$ cat src/rtl/interrupt_sequencer.sv
// Interrupt entry/exit sequencer: latches int_req edges, saves PC and flags on the
// stack, vectors to the ISR, and restores both on RTI.
module interrupt_sequencer #(
    parameter int              PC_W        = 16,
    parameter logic [PC_W-1:0] VECTOR_ADDR = {PC_W{1'b0}}
) (
    input  logic            clk,
    input  logic            reset,
    input  logic            int_req,
    input  logic            instr_boundary,
    input  logic            rti,
    input  logic [PC_W-1:0] pc_cur,
    input  logic [2:0]      flags_cur,
    input  logic [PC_W-1:0] pop_data,
    input  logic            pop_valid,
    output logic            stall,
    output logic            push_en,
    output logic            pop_en,
    output logic [PC_W-1:0] push_data,
    output logic            pc_load,
    output logic [PC_W-1:0] pc_value,
    output logic            flags_load,
    output logic [2:0]      flags_value,
    output logic            in_isr,
    output logic            int_ack
);

    typedef enum logic [3:0] {
        IDLE,
        STALL,
        PUSH_PC,
        PUSH_FLG,
        VECTOR,
        ISR,
        POP_FLG,
        WAIT_FLG,
        POP_PC,
        WAIT_PC
    } seqState_t;

    seqState_t       stateReg, stateNext;
    logic            pendingReg;
    logic            intReqPrevReg;
    logic [PC_W-1:0] pcSaveReg;
    logic [2:0]      flagsSaveReg;
    logic            intReqClean;
    logic            intReqEdge;
    logic            accept;

    // An X on int_req must never look like a request.
    assign intReqClean = (int_req === 1'b1);
    assign intReqEdge  = intReqClean & ~intReqPrevReg;

    always_ff @(posedge clk) begin
        if (!reset) begin
            stateReg      <= IDLE;
            pendingReg    <= 1'b0;
            intReqPrevReg <= 1'b0;
            pcSaveReg     <= '0;
            flagsSaveReg  <= '0;
        end else begin
            stateReg      <= stateNext;
            intReqPrevReg <= intReqClean;
            // A fresh edge in the acceptance cycle is a new request and survives the clear.
            pendingReg    <= (pendingReg & ~accept) | intReqEdge;
            if (accept) begin
                pcSaveReg    <= pc_cur;
                flagsSaveReg <= flags_cur;
            end
        end
    end

    always_comb begin
        stateNext   = stateReg;
        accept      = 1'b0;
        stall       = 1'b0;
        push_en     = 1'b0;
        pop_en      = 1'b0;
        push_data   = '0;
        pc_load     = 1'b0;
        pc_value    = '0;
        flags_load  = 1'b0;
        flags_value = 3'b000;
        in_isr      = 1'b0;
        int_ack     = 1'b0;

        case (stateReg)
            IDLE: begin
                if (pendingReg && instr_boundary) begin
                    accept    = 1'b1;
                    int_ack   = 1'b1;
                    stateNext = STALL;
                end
            end
            STALL: begin
                stall     = 1'b1;
                stateNext = PUSH_PC;
            end
            PUSH_PC: begin
                stall     = 1'b1;
                push_en   = 1'b1;
                push_data = pcSaveReg;
                stateNext = PUSH_FLG;
            end
            PUSH_FLG: begin
                stall     = 1'b1;
                push_en   = 1'b1;
                push_data = {{(PC_W-3){1'b0}}, flagsSaveReg};
                stateNext = VECTOR;
            end
            VECTOR: begin
                stall     = 1'b1;
                pc_load   = 1'b1;
                pc_value  = VECTOR_ADDR;
                stateNext = ISR;
            end
            ISR: begin
                in_isr = 1'b1;
                if (rti) begin
                    stateNext = POP_FLG;
                end
            end
            POP_FLG: begin
                stall     = 1'b1;
                in_isr    = 1'b1;
                pop_en    = 1'b1;
                stateNext = WAIT_FLG;
            end
            WAIT_FLG: begin
                stall  = 1'b1;
                in_isr = 1'b1;
                if (pop_valid) begin
                    flags_load  = 1'b1;
                    flags_value = pop_data[2:0];
                    stateNext   = POP_PC;
                end
            end
            POP_PC: begin
                stall     = 1'b1;
                in_isr    = 1'b1;
                pop_en    = 1'b1;
                stateNext = WAIT_PC;
            end
            WAIT_PC: begin
                stall  = 1'b1;
                in_isr = 1'b1;
                if (pop_valid) begin
                    pc_load   = 1'b1;
                    pc_value  = pop_data;
                    stateNext = IDLE;
                end
            end
            default: stateNext = IDLE;
        endcase
    end

endmodule

$ cat config.mk
export PLATFORM = sky130hd
export DESIGN_NAME = interrupt_sequencer
export DESIGN_NICKNAME = d
export VERILOG_FILES = /design/src/rtl/interrupt_sequencer.sv
export SDC_FILE = /design/constraint.sdc
export NUM_CORES = 1
export LEC_CHECK = 0
export CORE_MARGIN = 3
export CORE_UTILIZATION = 40
export CTS_CLUSTER_DIAMETER = 60
export DETAILED_ROUTE_END_ITERATION = 6
export PLACE_DENSITY = 0.86
export SLEW_MARGIN = 30
export SYNTH_ARGS = -nofsm -noshare
export SYNTH_HDL_FRONTEND = slang
export SYNTH_SLANG_ARGS = --single-unit
$ cat constraint.sdc
create_clock -name clk -period 3.4 [get_ports clk]
set_clock_uncertainty 0.2 [all_clocks]
set_input_delay 0.34 -clock clk [delete_from_list [all_inputs] [get_ports clk]]
set_output_delay 0.34 -clock clk [all_outputs]
set_load 0.02 [all_outputs]
After elaboration in Yosys (flattened, before gate mapping) --
Index checks and enable logic that the tools add are counted.
Word-level totals: bits in registers 25, input bits 41, output and inout bits 42, word-level logic and storage cells 50
Cells by class: equality and inequality tests 14, mux-type cells 19, bitwise operators 5, reduce and logical (&&, ||, !) cells 7
Operators by type and width (count):
- $pmux W4 S10 | 1
- $mux W16 | 2
- $pmux W16 S2 | 1
- $eq A4 B3 Y1 const B | 4
- $mux W4 | 4
- $eq A4 B2 Y1 const B | 2
- $eq A4 B4 Y1 const B | 2
- $mux W1 | 8
- $ne A2 B2 Y1 const B | 4
- $reduce_or A8 Y1 | 1
- $mux W3 | 2
- $reduce_or A5 Y1 | 1
- $eq A4 B1 Y1 const B | 1
- $logic_not A4 Y1 | 1
- $reduce_and A4 Y1 | 1
- $reduce_or A2 Y1 | 2
- $and A1 B1 Y1 | 2
- $not A1 Y1 | 2
- $pmux W1 S2 | 1
- $eqx A1 B1 Y1 const B | 1
- $logic_and A1 B1 Y1 | 1
- $or A1 B1 Y1 | 1

Depth between registers and ports, before layout --
depth after elaboration 6, depth in mapped cells 7

Worst setup path after synthesis --
OpenSTA, ideal clock, no wires.
kind reg-to-output, start point register stateReg[1], end point output port flags_value[0], data arrival time 1.385 ns, required time 2.860 ns, path slack 1.475 ns, stages on the path, launching flop included 5, buffers on the path 1, cells stage by stage dfxtp_1 buf_4 nand3_1 nor3b_2 and2_1
On the way: word-level cells in the longest chain between the ends 2
Ends and longest elaborated chain:
- start, declared | RTL line 41 | seqState_t stateReg, stateNext;
- start signal, assigned | RTL line 62 | stateReg <= stateNext;
- $eq A4 B3 Y1 | RTL line 87 | case (stateReg)
- $mux W3 | RTL line 87
- end, declared | RTL line 23 | output logic [2:0] flags_value,
No other way between the ends.

Worst setup path after layout --
start point register stateReg[1], end point output port pc_value[13]
On the way: word-level cells in the longest chain between the ends 2
Ends and longest elaborated chain:
- $eq A4 B4 Y1 | RTL line 87
- $mux W16 | RTL line 87
- end, declared | RTL line 21 | output logic [PC_W-1:0] pc_value,
No other way between the ends.

==> results.tsv <==
metric	value	unit
power.internal	0.566	mW
route.detailed.drc	0	
synth-seq-area-share	36.8	%
fin_nets	305	
r2r_slack	1.60	ns
path_class	register to output pin	
irDropWorstVdd	264	µV
hold_viol	0	
antenna_cells	0	
p_sw_share	38.3	%
end_kind	output pin	
synth_xor_area_share	0	%
relSlewSlack	55.3	%
core_area	3150	µm²
p_per_area	415	nW/µm²
period_minus_slack	3.02	ns
track_usage	18.2	%
grt_pass1_wl	6.04	mm
pwr-share-comb	43.2	%
cts_buffers	3	
grt_start_max_net_pins	22	
crit_arrival	2.48	ns
clk_pin_slew	0.14	ns
worstSetupStartpointType	register	
syn_area	1360	µm²
synth_compound_area_share	13.2	%
synth_adder_area_share	0	%
syn_inst	187	
fmax	331	MHz
place_congestion	0.881	
ctsHoldBuffers	0	
synth_top_family_by_area	simple AND/OR/NAND/NOR gates	
finalSetupViolCount	0	
dpl.hpwl	2.94	mm
hp-class	register to register	
fin_tns_setup	0	ns
synth_top_area_share	36.8	%
htreeDepth	1	
grt_remaining_overflow	0	
slew_violations	0	
grt_pass1_vias	1389	
period_share	88.9	%
wire_per_inst	12.4	µm
io_pins	83	
cts_tree	yes	
status	finished, final reports clean	
rsz0062_at_grt	false	
start_util	43.1	%
worstPathRequired	2.86	ns
synthMuxAreaShare	2.95	%
row_count	20	
first_pass_iters	4	
antenna_found_initial	0	
cts_setup_buffers	0	
drt-total-wl	3.81	mm
worst_pin_slew	0.670	ns
drive_gt1_share	4.18	%
utilization	70.1	%
yosys_register_bits	25	
first_iter_violations	30	
clock_latency	0.32	ns
p_switching	0.351	mW
cts_root_buf	clkbuf_4	
yosys_warnings	0	
cap_violations	0	
power_frac_seq	41.7	%
yosysTopAreaCell	dfxtp_1	
area_growth	62.6	%
synthTopCellsByArea	dfxtp_1, and2_1, nand2_1	
cts_resized	0	
viasPerCell	4.84	
leakagePower	0.802	nW
yosys.area_share.simple	40.0	%
clkSinkCount	25	
portBuffers	82	
fin_hold_ws	0.258	ns
clockPowerShare	15.2	%
crit_fanout	16	
clockBufferDepth	2	
synth_fp_nets	228	
avgSynthCellArea	7.27	µm²
postRouteAntennaNets	0	
vias	1486	
die_w	64.3	µm
synth.distinct_cells	28	
die_y	64.3	µm
dieArea	4130	µm²
[per-layer routing]
| metal | up-vias | GRT usage [%] | part of all wire (%) |
|---|---|---|---|
| met5 | - | 0 | 0 |
| met4 | 0 | 6.33 | 0.89 |
| met3 | 2 | 4.22 | 9.4 |
| met2 | 70 | 33.4 | 48 |
| met1 | 658 | 20.2 | 41 |
| li1 | 756 | - | - |
[cells by family (layout without fill, tap and decap cells)]
logic type             count (synthesis)  count (layout)
and+or+nand+nor                      106             106
AOI/OAI and AO/OA                     34              34
DFF                                   25              25
buffers and inverters                 18              94
muxes                                  4               4
[synthesized netlist by cell type]
cell	instances
mux2i_1	4
inv_2	1
a311oi_1	1
nor4_2	1
clkbuf_1	2
dfxtp_1	25
nor3b_2	1
buf_2	6
nand2b_1	3
inv_1	4
and2_1	33
nor3b_1	1
nand3_1	3
nor3_1	1
nor2_1	9
a21oi_1	27
nand2_1	46
and3_1	1
a32oi_1	1
nand4b_1	1
o21ai_0	4
buf_6	2
clkbuf_2	2
nor4b_1	1
nor2b_1	4
buf_4	1
a31oi_1	1
nor3_2	1
[per-stage QoR]
step	total power, mW	cell area, µm²	cells	setup slack (ns)
floorplan	0.631	1360	187	1.47
global placement	0.778	2180	303	0.547
detailed placement	0.785	2180	303	0.448
CTS	0.919	2210	307	0.363
global route	0.980	2210	307	0.144
finish	0.917	2210	307	0.379
[power by group through the flow]
stage	Combinational (mW)	Sequential, mW	Clock, mW
6_report	0.396	0.382	0.139
3_3_place_gp	0.391	0.387	0
2_1_floorplan	0.277	0.354	0
3_5_place_dp	0.397	0.388	0
4_1_cts	0.398	0.382	0.140
5_1_grt	0.439	0.389	0.152
[path summary, 6_finish.rpt]
check | startpoint | depth (start not counted) | end
setup reg to reg | stateReg[0]$_SDFFE_PN0P_ | 6 | pcSaveReg[8]$_SDFFE_PN0P_
setup / recovery | stateReg[1]$_SDFFE_PN0P_ | 5 | pc_value[13]
hold / removal | pcSaveReg[3]$_SDFFE_PN0P_ | 2 | pcSaveReg[3]$_SDFFE_PN0P_
hold reg to reg | pcSaveReg[3]$_SDFFE_PN0P_ | 2 | pcSaveReg[3]$_SDFFE_PN0P_
[critical path, stage by stage (launching register included)]
cell and delay [ns]:
dfxtp_1 0.48, nor2_1 0.20, nand2_1 0.12, nor3_2 0.53
and2_1 0.22, clkdlybuf4s50_1 0.61
[placed cells by master (no fill, tap or decap)]
master,n
nor4b_1,1
inv_2,1
inv_1,4
dfxtp_1,25
nor3b_2,1
a31oi_1,1
clkinvlp_4,1
nand3_1,3
and3_1,1
clkdlybuf4s50_1,82
nand2_1,46
nor2_1,9
nand4b_1,1
o21ai_0,4
nor4_2,1
mux2i_1,4
a21oi_1,27
nor2b_1,4
a32oi_1,1
nor3b_1,1
a311oi_1,1
nand2b_1,3
clkbuf_4,3
and2_1,33
buf_4,3
nor3_1,1
nor3_2,1
[area by class of cell]
| cell class | count | area [µm²] |
|---|---|---|
| Multi-Input combinational cell | 144 | 762 |
| Clock buffer | 3 | 22.5 |
| Sequential cell | 25 | 500 |
| Fill cell | 280 | 943 |
| Inverter | 5 | 18.8 |
| Clock inverter | 1 | 7.51 |
| Tap cell | 44 | 55.1 |
| Timing Repair Buffer | 85 | 843 |
[state kept, by name, indices dropped and copies added, names as in the netlist]
| signal | cells |
|---|---|
| pendingReg | 1 |
| flagsSaveReg | 3 |
| stateReg | 4 |
| pcSaveReg | 16 |
| intReqPrevReg | 1 |
Note: power is estimated with default switching activity, not from simulation.
